<file path="src/rtl/alu_pkg.sv">
// Package shared by the ALU decode stage and its skid buffer.
// Holds the widened ALU/MULDIV control codes, the main-decoder
// class constants, functional-unit selects, the decoded-op record
// and the occupancy states of the skid buffer.
package alu_pkg;

  localparam int unsigned ALU_CTRL_W = 5;

  // ALU codes live in 0..9; MULDIV codes are 16 + funct3 so the
  // muldiv unit can use the low three bits directly.
  typedef enum logic [ALU_CTRL_W-1:0] {
    ALU_ADD    = 5'd0,
    ALU_SUB    = 5'd1,
    ALU_AND    = 5'd2,
    ALU_OR     = 5'd3,
    ALU_SRA    = 5'd4,
    ALU_SLT    = 5'd5,
    ALU_SRL    = 5'd6,
    ALU_XOR    = 5'd7,
    ALU_SLL    = 5'd8,
    ALU_SLTU   = 5'd9,
    MD_MUL     = 5'd16,
    MD_MULH    = 5'd17,
    MD_MULHSU  = 5'd18,
    MD_MULHU   = 5'd19,
    MD_DIV     = 5'd20,
    MD_DIVU    = 5'd21,
    MD_REM     = 5'd22,
    MD_REMU    = 5'd23
  } alu_ctrl_e;

  // Main-decoder classes carried on alu_op.
  localparam logic [1:0] ALUOP_ADD   = 2'b00;
  localparam logic [1:0] ALUOP_SUB   = 2'b01;
  localparam logic [1:0] ALUOP_FUNCT = 2'b10;
  localparam logic [1:0] ALUOP_RSVD  = 2'b11;

  localparam logic UNIT_ALU    = 1'b0;
  localparam logic UNIT_MULDIV = 1'b1;

  // funct7 patterns that select a sub-family of operations.
  localparam logic [6:0] F7_BASE   = 7'b0000000;
  localparam logic [6:0] F7_ALT    = 7'b0100000;
  localparam logic [6:0] F7_MULDIV = 7'b0000001;

  // Decoded-op record. The ROB tag is appended by the stage itself
  // because its width is a parameter of that stage.
  typedef struct packed {
    alu_ctrl_e ctrl;
    logic      unit;
    logic      illegal;
  } alu_dec_t;

  // Occupancy of the output register plus skid entry.
  typedef enum logic [1:0] {
    SKID_EMPTY = 2'd0,
    SKID_ONE   = 2'd1,
    SKID_FULL  = 2'd2
  } skid_state_e;

  // Base RV32I mapping of funct3 when funct7 does not pick an
  // alternate operation.
  function automatic alu_ctrl_e alu_base_ctrl(input logic [2:0] f3);
    alu_ctrl_e c;
    case (f3)
      3'b000:  c = ALU_ADD;
      3'b001:  c = ALU_SLL;
      3'b010:  c = ALU_SLT;
      3'b011:  c = ALU_SLTU;
      3'b100:  c = ALU_XOR;
      3'b101:  c = ALU_SRL;
      3'b110:  c = ALU_OR;
      default: c = ALU_AND;
    endcase
    return c;
  endfunction

endpackage

</file>
<file path="src/rtl/alu_skid_buf.sv">
// Two-entry valid/ready skid buffer: an output register plus one
// skid entry, with synchronous flush and reset.
// Ports:
//   clk_i, reset_i   clock and synchronous active-high reset
//   flush_i          drops every buffered entry (and any offered one)
//   in_valid_i/in_ready_o/in_data_i     upstream handshake + payload
//   out_valid_o/out_ready_i/out_data_o  downstream handshake + payload
module alu_skid_buf
  import alu_pkg::*;
#(
  parameter int unsigned W = 8
) (
  input  logic         clk_i,
  input  logic         reset_i,
  input  logic         flush_i,
  input  logic         in_valid_i,
  output logic         in_ready_o,
  input  logic [W-1:0] in_data_i,
  output logic         out_valid_o,
  input  logic         out_ready_i,
  output logic [W-1:0] out_data_o
);

  skid_state_e  state_q, state_d;
  logic [W-1:0] outData_q, outData_d;
  logic [W-1:0] skidData_q, skidData_d;
  logic         inReady_q, inReady_d;
  logic         accept, drain;

  // Next-state logic. The ready output is registered, so the skid
  // entry only ever takes the single op already in flight when the
  // consumer stalls. When the output drains while an op arrives and
  // the skid is empty, the new op goes straight into the output
  // register to keep full throughput.
  always_comb begin
    state_d    = state_q;
    outData_d  = outData_q;
    skidData_d = skidData_q;
    accept     = in_valid_i && inReady_q;
    drain      = (state_q != SKID_EMPTY) && out_ready_i;

    case (state_q)
      SKID_EMPTY: begin
        if (accept) begin
          outData_d = in_data_i;
          state_d   = SKID_ONE;
        end
      end
      SKID_ONE: begin
        if (drain && accept) begin
          outData_d = in_data_i;
        end else if (drain) begin
          state_d = SKID_EMPTY;
        end else if (accept) begin
          skidData_d = in_data_i;
          state_d    = SKID_FULL;
        end
      end
      SKID_FULL: begin
        if (drain) begin
          outData_d = skidData_q;
          state_d   = SKID_ONE;
        end
      end
      default: state_d = SKID_EMPTY;
    endcase

    if (flush_i) begin
      state_d = SKID_EMPTY;
    end

    inReady_d = (state_d != SKID_FULL);
  end

  // State register; reset clears everything and holds ready low.
  always_ff @(posedge clk_i) begin
    if (reset_i) begin
      state_q    <= SKID_EMPTY;
      outData_q  <= '0;
      skidData_q <= '0;
      inReady_q  <= 1'b0;
    end else begin
      state_q    <= state_d;
      outData_q  <= outData_d;
      skidData_q <= skidData_d;
      inReady_q  <= inReady_d;
    end
  end

  // Outputs are forced idle for the whole time reset is held, not
  // just from the first reset edge onwards.
  always_comb begin
    out_valid_o = !reset_i && (state_q != SKID_EMPTY);
    in_ready_o  = !reset_i && inReady_q;
    out_data_o  = reset_i ? '0 : outData_q;
  end

endmodule

</file>
<file path="src/rtl/alu_decode_stage.sv">
// Registered ALU decode stage between rename/dispatch and the issue
// queues. Decodes alu_op/funct3/funct7/opb5 into a widened ALU or
// MULDIV control code, a unit select and an illegal flag, and
// carries the ROB tag through a 2-entry skid buffer.
// Ports:
//   clk, reset, flush                 clock, sync reset, pipeline kill
//   in_valid/in_ready                 upstream handshake
//   opb5, funct3, funct7, alu_op      instruction fields to decode
//   in_tag                            ROB tag of the incoming op
//   out_valid/out_ready               downstream handshake
//   out_ctrl, out_unit, out_illegal   decoded result
//   out_tag                           ROB tag of the presented op
// CTRL_W must be at least 5 so every control code fits.
module alu_decode_stage
  import alu_pkg::*;
#(
  parameter int unsigned TAG_W  = 6,
  parameter int unsigned CTRL_W = 5,
  parameter bit          EN_M   = 1'b1
) (
  input  logic              clk,
  input  logic              reset,
  input  logic              flush,
  input  logic              in_valid,
  output logic              in_ready,
  input  logic              opb5,
  input  logic [2:0]        funct3,
  input  logic [6:0]        funct7,
  input  logic [1:0]        alu_op,
  input  logic [TAG_W-1:0]  in_tag,
  output logic              out_valid,
  input  logic              out_ready,
  output logic [CTRL_W-1:0] out_ctrl,
  output logic              out_unit,
  output logic              out_illegal,
  output logic [TAG_W-1:0]  out_tag
);

  typedef struct packed {
    alu_dec_t         dec;
    logic [TAG_W-1:0] tag;
  } payload_t;

  alu_dec_t dec;
  payload_t inPayload, outPayload;

  // Combinational decode. I-type has no subtract, so funct7 only
  // matters for the shift-immediates; illegal encodings are squashed
  // to ctrl 0 / ALU so the ROB sees a clean exception op.
  always_comb begin
    dec.ctrl    = ALU_ADD;
    dec.unit    = UNIT_ALU;
    dec.illegal = 1'b0;

    case (alu_op)
      ALUOP_ADD: dec.ctrl = ALU_ADD;
      ALUOP_SUB: dec.ctrl = ALU_SUB;
      ALUOP_FUNCT: begin
        if (opb5) begin
          case (funct7)
            F7_BASE: dec.ctrl = alu_base_ctrl(funct3);
            F7_ALT: begin
              if (funct3 == 3'b000)      dec.ctrl    = ALU_SUB;
              else if (funct3 == 3'b101) dec.ctrl    = ALU_SRA;
              else                       dec.illegal = 1'b1;
            end
            F7_MULDIV: begin
              if (EN_M) begin
                dec.ctrl = alu_ctrl_e'({2'b10, funct3});
                dec.unit = UNIT_MULDIV;
              end else begin
                dec.illegal = 1'b1;
              end
            end
            default: dec.illegal = 1'b1;
          endcase
        end else begin
          case (funct3)
            3'b001: begin
              if (funct7 == F7_BASE) dec.ctrl    = ALU_SLL;
              else                   dec.illegal = 1'b1;
            end
            3'b101: begin
              if (funct7 == F7_BASE)     dec.ctrl    = ALU_SRL;
              else if (funct7 == F7_ALT) dec.ctrl    = ALU_SRA;
              else                       dec.illegal = 1'b1;
            end
            default: dec.ctrl = alu_base_ctrl(funct3);
          endcase
        end
      end
      default: dec.illegal = 1'b1;
    endcase

    if (dec.illegal) begin
      dec.ctrl = ALU_ADD;
      dec.unit = UNIT_ALU;
    end

    inPayload.dec = dec;
    inPayload.tag = in_tag;
  end

  alu_skid_buf #(
    .W($bits(payload_t))
  ) uSkid (
    .clk_i       (clk),
    .reset_i     (reset),
    .flush_i     (flush),
    .in_valid_i  (in_valid),
    .in_ready_o  (in_ready),
    .in_data_i   (inPayload),
    .out_valid_o (out_valid),
    .out_ready_i (out_ready),
    .out_data_o  (outPayload)
  );

  // Unpack the presented op onto the output ports.
  always_comb begin
    out_ctrl    = CTRL_W'(outPayload.dec.ctrl);
    out_unit    = outPayload.dec.unit;
    out_illegal = outPayload.dec.illegal;
    out_tag     = outPayload.tag;
  end

endmodule

</file>
<file path="config.mk">
export PLATFORM = sky130hd
export DESIGN_NAME = alu_decode_stage
export DESIGN_NICKNAME = d
export VERILOG_FILES = /design/src/rtl/alu_pkg.sv /design/src/rtl/alu_skid_buf.sv /design/src/rtl/alu_decode_stage.sv
export SDC_FILE = /design/constraint.sdc
export NUM_CORES = 1
export LEC_CHECK = 0
export BUFFER_PORTS_ARGS = -buffer_cell sky130_fd_sc_hd__buf_2
export CAP_MARGIN = 40
export CORE_ASPECT_RATIO = 1.25
export CORE_MARGIN = 2
export CORE_UTILIZATION = 48
export DETAILED_ROUTE_END_ITERATION = 6
export GPL_ROUTABILITY_DRIVEN = 0
export GPL_TIMING_DRIVEN = 0
export MAX_ROUTING_LAYER = met4
export PLACE_DENSITY = 0.75
export SLEW_MARGIN = 20
export SYNTH_ARGS = -nofsm -noshare
export SYNTH_HDL_FRONTEND = slang
export SYNTH_SLANG_ARGS = --single-unit
</file>
<file path="constraint.sdc">
create_clock -name clk -period 2 [get_ports clk]
set_input_delay 0.6 -clock clk [delete_from_list [all_inputs] [get_ports clk]]
set_output_delay 0.6 -clock clk [all_outputs]
set_load 0.02 [all_outputs]
</file>
Word-level counts from Yosys, hierarchy flattened
Index checks and enable logic that the tools add are counted.
{"block": "totals", "mem_bits_rw": 0, "input_bits": 24, "n_memories": 0, "ff_bits": 29, "romBits": 0, "latch_bits": 0, "out_inout_bits": 15}
{"block": "op_classes", "eq_ne": 16, "shift": 0, "n_mul": 0, "n_addsub": 0, "mux": 36, "div": 0, "n_lt_le_gt_ge": 0, "n_reduce_logical": 16, "n_bitwise": 2}
{"op": "13-bit 2-to-1 mux", "count": 4}
{"op": "13-bit case mux with 3 select lines", "count": 1}
{"op": "4-bit case mux with 7 select lines", "count": 1}
{"op": "4-bit case mux with 5 select lines", "count": 1}
{"op": "5-bit case mux with 2 select lines", "count": 2}
{"op": "5-bit case mux with 3 select lines", "count": 1}
{"op": "2-bit 2-to-1 mux", "count": 6}
{"op": "5-bit 2-to-1 mux", "count": 2}
{"op": "3-bit equality test, second input constant", "count": 3}
{"op": "1-bit 2-to-1 mux", "count": 9}
{"op": "3-bit 2-to-1 mux", "count": 3}
{"op": "4-bit AND reduction", "count": 2}
{"op": "7-bit by 1-bit equality test with 1-bit output, second input constant", "count": 1}
{"op": "7-bit by 6-bit equality test with 1-bit output, second input constant", "count": 1}
{"op": "7-bit logical NOT", "count": 1}
{"op": "3-bit by 2-bit equality test with 1-bit output, second input constant", "count": 2}
{"op": "6-bit 2-to-1 mux", "count": 1}
{"op": "2-bit by 1-bit != test with 1-bit output, second input constant", "count": 3}
{"op": "1-bit case mux with 2 select lines", "count": 3}
{"op": "2-bit case mux with 3 select lines", "count": 1}
{"op": "1-bit logical AND", "count": 5}
{"op": "2-bit by 1-bit equality test with 1-bit output, second input constant", "count": 2}
{"op": "2-bit equality test, second input constant", "count": 2}
{"op": "2-bit logical NOT", "count": 2}
{"op": "other kinds (9)", "count": 11}

Longest topological paths before layout
{"block": "logic_depth", "depth_word": 9, "depth_mapped": 8, "depth_no_buf": 7}

By module
Synthesis repeated with hierarchy kept, for this count alone.
{"block": "hier_totals", "cells_unflattened": 198, "area_unflattened_um2": 1789.2}
{"mod": "alu_skid_buf", "instances": 1, "area_each_um2": 1370.1, "cells_per_inst": 139}
{"mod": "alu_decode_stage", "instances": 1, "area_each_um2": 419.2, "cells_per_inst": 59}

Worst setup path before layout
Ideal clock, no wire load.
{"block": "synth_timing", "path_kind": "in2reg", "startpoint": "input port alu_op[0]", "endpoint": "register uSkid.outData_q[10]", "setup_slack_ns": 0.003, "t_required_ns": 1.912, "setup_ns": 0.088, "t_arrival_ns": 1.909, "cell_stages": 6, "cell_sequence": "inv_1 -> ha_1 -> or2_2 -> o32ai_4 -> o211ai_1 -> a311oi_2"}
{"block": "synth_between", "elab_chain_cells": 6}
{"item": "start, declared", "line_no": "alu_decode_stage.sv:29", "rtl": "input logic [1:0] alu_op,"}
{"item": "2-bit by 1-bit equality test with 1-bit output or 2-bit logical NOT (tied branches)", "line_no": "alu_decode_stage.sv:55", "rtl": "case (alu_op)"}
{"item": "2-bit OR reduction (no source line)"}
{"item": "1-bit case mux with 2 select lines", "line_no": "alu_decode_stage.sv:55"}
{"item": "6-bit 2-to-1 mux (*)", "line_no": "alu_decode_stage.sv:95", "rtl": "if (dec.illegal) begin"}
{"item": "13-bit 2-to-1 mux, on equally long branches", "line_no": "alu_skid_buf.sv:50, alu_skid_buf.sv:44"}
{"item": "13-bit case mux with 3 select lines (*)", "line_no": "alu_skid_buf.sv:42", "rtl": "case (state_q)"}
{"item": "end signal, assigned", "line_no": "alu_skid_buf.sv:84", "rtl": "outData_q <= outData_d;"}
{"item": "end, declared", "line_no": "alu_skid_buf.sv:25", "rtl": "logic [W-1:0] outData_q, outData_d;"}
Every way passes the cells marked *; elsewhere a longest branch is shown, timed or not. The select of a mux whose other input is x is not followed.
A chain may end at the register's enable or synchronous reset.

Final worst setup path
Ends and elaborated chain as after synthesis.

==> flow_metrics.env <==
export IMPL_cts_max_level=2
export IMPL_postLayoutCoreUtil_pct=60.9
export IMPL_tritoncts="done"
export IMPL_grt_pass1_vias=1599
export IMPL_synthMuxAreaShare_pct=0.568
export IMPL_worstMarginPinSlew_ns=0.541
export IMPL_initial_core_util_pct=50.1
export IMPL_io_pins=39
export IMPL_dpl_instance_area_um2=1980
export IMPL_hold_class="flip-flop to flip-flop"
export IMPL_synth_fa_ha_area_share_pct=2.13
export IMPL_powerDensity_nw_per_um2=688
export IMPL_drc=0
export IMPL_numCtsBuffers=5
export IMPL_dpl_hpwl_um=3060
export IMPL_row_count=24
export IMPL_period_minus_slack_ns=1.94
export IMPL_fmax_ghz=0.516
export IMPL_synth_compound_area_share_pct=24.7
export IMPL_synth_area_um2=1760
export IMPL_die_h_um=71.7
export IMPL_holdWs_ns=0.457
export IMPL_grt_pass1_wl_um=7060
export IMPL_synth_seq_area_share_pct=33.0
export IMPL_io_buffers=34
export IMPL_vias=1764
export IMPL_ys_flop_type="dfxtp_1"
export IMPL_drive_gt1_share_pct=24.1
export IMPL_cts_buffer_depth=2
export IMPL_dieArea_um2=4170
export IMPL_stdcell_area_um2=2140
export IMPL_drt_initial_drc_count=77
export IMPL_stdcell_count=313
export IMPL_ant_nets=0
export IMPL_area_delta_synth_final_pct=21.5
export IMPL_most_common_layout_cells="buf_2 (39), nand2_1 (38), dfxtp_1 (29), nor2_1 (22), nor2b_1 (20)"
export IMPL_timing_final_ws_setup_ns=0.0636
export IMPL_num_antenna_cells=0
export IMPL_start_kind="primary input"
export IMPL_period_share_pct=96.8
export IMPL_postCtsSetupBuffers=0
export IMPL_ys_ff_latch=29
export IMPL_cts_hold_buf=0
export IMPL_post_drt_wl_per_cell_um=13.9
export IMPL_synthesis_instances=232
export IMPL_ys_types=48
export IMPL_core_area_um2=3510
export IMPL_crit_type="primary input to flip-flop"
export IMPL_synth_async_reset_ratio_pct=0
export IMPL_power_leakage_nw=0.846
export IMPL_fin_tns_setup_ns=0
export IMPL_grt_max_degree=11
export IMPL_viasPerCell=5.64
export IMPL_clk_pin_slew_worst_paths_ns=0.06
export IMPL_status="finished clean"
export IMPL_synth_simple_area_share_pct=32.3
export IMPL_synth_top_family_by_area="simple AND/OR/NAND/NOR gates"
export IMPL_setup_violations=0
export IMPL_max_cap_violations=0
export IMPL_synth_area_per_cell_um2=7.59
export IMPL_routed_wirelength_um=4340
export IMPL_clockRootBuffer="clkbuf_8"
export IMPL_yosysWarnings=0
export IMPL_peakVddDrop_mv=0.753
export IMPL_antenna_found_initial=0
export IMPL_drv_slew=0
export IMPL_grt_total_usage_pct=22.8
export IMPL_synth_fp_nets=259
export IMPL_arrival_ns=2.14
export IMPL_dp_cells=305
export IMPL_final_common_cell="buf_2"
export IMPL_final_net_count=300
export IMPL_synth_edf_count=0
export IMPL_crit_fanout=6
export IMPL_finalPower_mw=1.47
export IMPL_finalHoldViolations=0
export IMPL_drtPass1Iterations=4
export IMPL_endpoint_kind="flip-flop"
export IMPL_cp_required_ns=2.21
export IMPL_gr_total_overflow=0
export IMPL_place_ws_ns=-0.241
export IMPL_fin_skew_ns=0.00735
export IMPL_clock_latency_ns=0.29
export IMPL_synthXorXnorAreaFrac_pct=0.497
export IMPL_fp_dieW_um=58.2
export IMPL_clock_sinks=29
export IMPL_slew_headroom_pct=63.6
## logic make-up (layout without fill, tap and decap cells)
kind of cell    Yosys count  after routing
buf+inv                  30             72
simple gates            114            114
mux                       1              1
fa+ha+maj                 3              3
xor+xnor                  1              1
flops                    29             29
compound gates           54             54
## synth_stat cells (3+ instances only)
master | n | area, um^2
nand2_1 | 38 | 143
dfxtp_1 | 29 | 581
nor2_1 | 22 | 82.6
nor2b_1 | 20 | 125
a21oi_1 | 15 | 75.1
clkbuf_1 | 12 | 45.0
inv_1 | 11 | 41.3
o21ai_0 | 8 | 40.0
nor3_1 | 7 | 35.0
buf_2 | 6 | 30.0
o221ai_1 | 6 | 52.6
nand2b_1 | 5 | 31.3
nand3_1 | 5 | 25.0
a311oi_1 | 3 | 26.3
ha_1 | 3 | 37.5
nand3b_1 | 3 | 22.5
## where the power goes
group          switching [mW]  internal (mW)
Combinational           0.133         0.0939
Clock                   0.232          0.406
Sequential            0.00876          0.598
## worst paths after layout
path                         from              endpoint  slack, ns  depth (start not counted)
max                     alu_op[0]   uSkid.outData_q[10]       0.06                          7
min          uSkid.skidData_q[12]  uSkid.skidData_q[12]       0.46                          2
max reg2reg      uSkid.state_q[1]    uSkid.outData_q[5]       0.16                          8
min reg2reg  uSkid.skidData_q[12]  uSkid.skidData_q[12]       0.46                          2
## worst max-delay path, stage by stage
cell and delay (ns):
buf_2 0.12, inv_1 0.10, ha_4 0.22, or2_2 0.29, o32ai_4 0.38, o211ai_1 0.16
a311oi_2 0.27
## registers in the layout (all words and copies together) (netlist names)
| signal | count |
|---|---|
| uSkid.inReady_q | 1 |
| uSkid.outData_q | 13 |
| uSkid.skidData_q | 13 |
| uSkid.state_q | 2 |
## what timing repair did
action,CTS,global route
gates resized for setup,6,11
pin swaps,0,2
setup endpoints to repair,14,23
## area by class of cell
class                   instances  area (um^2)
well taps                      39         48.8
inverters                      11         41.3
fillers                       353         1370
clock inverters                 1         30.0
clock buffers                   7         86.3
plain buffers                  19         98.8
flip-flops and latches         29          581
multi-input cells             173         1080
repair buffers                 34          170
## metal layers
layer	global-route usage, %	vias up	part of all wire, %
li1	-	889	-
met1	23.5	815	42
met2	39.8	51	52
met3	5.96	9	4.7
met4	10.3	0	2.0
met5	-	-	0
Note: power is estimated with default switching activity, not from simulation.
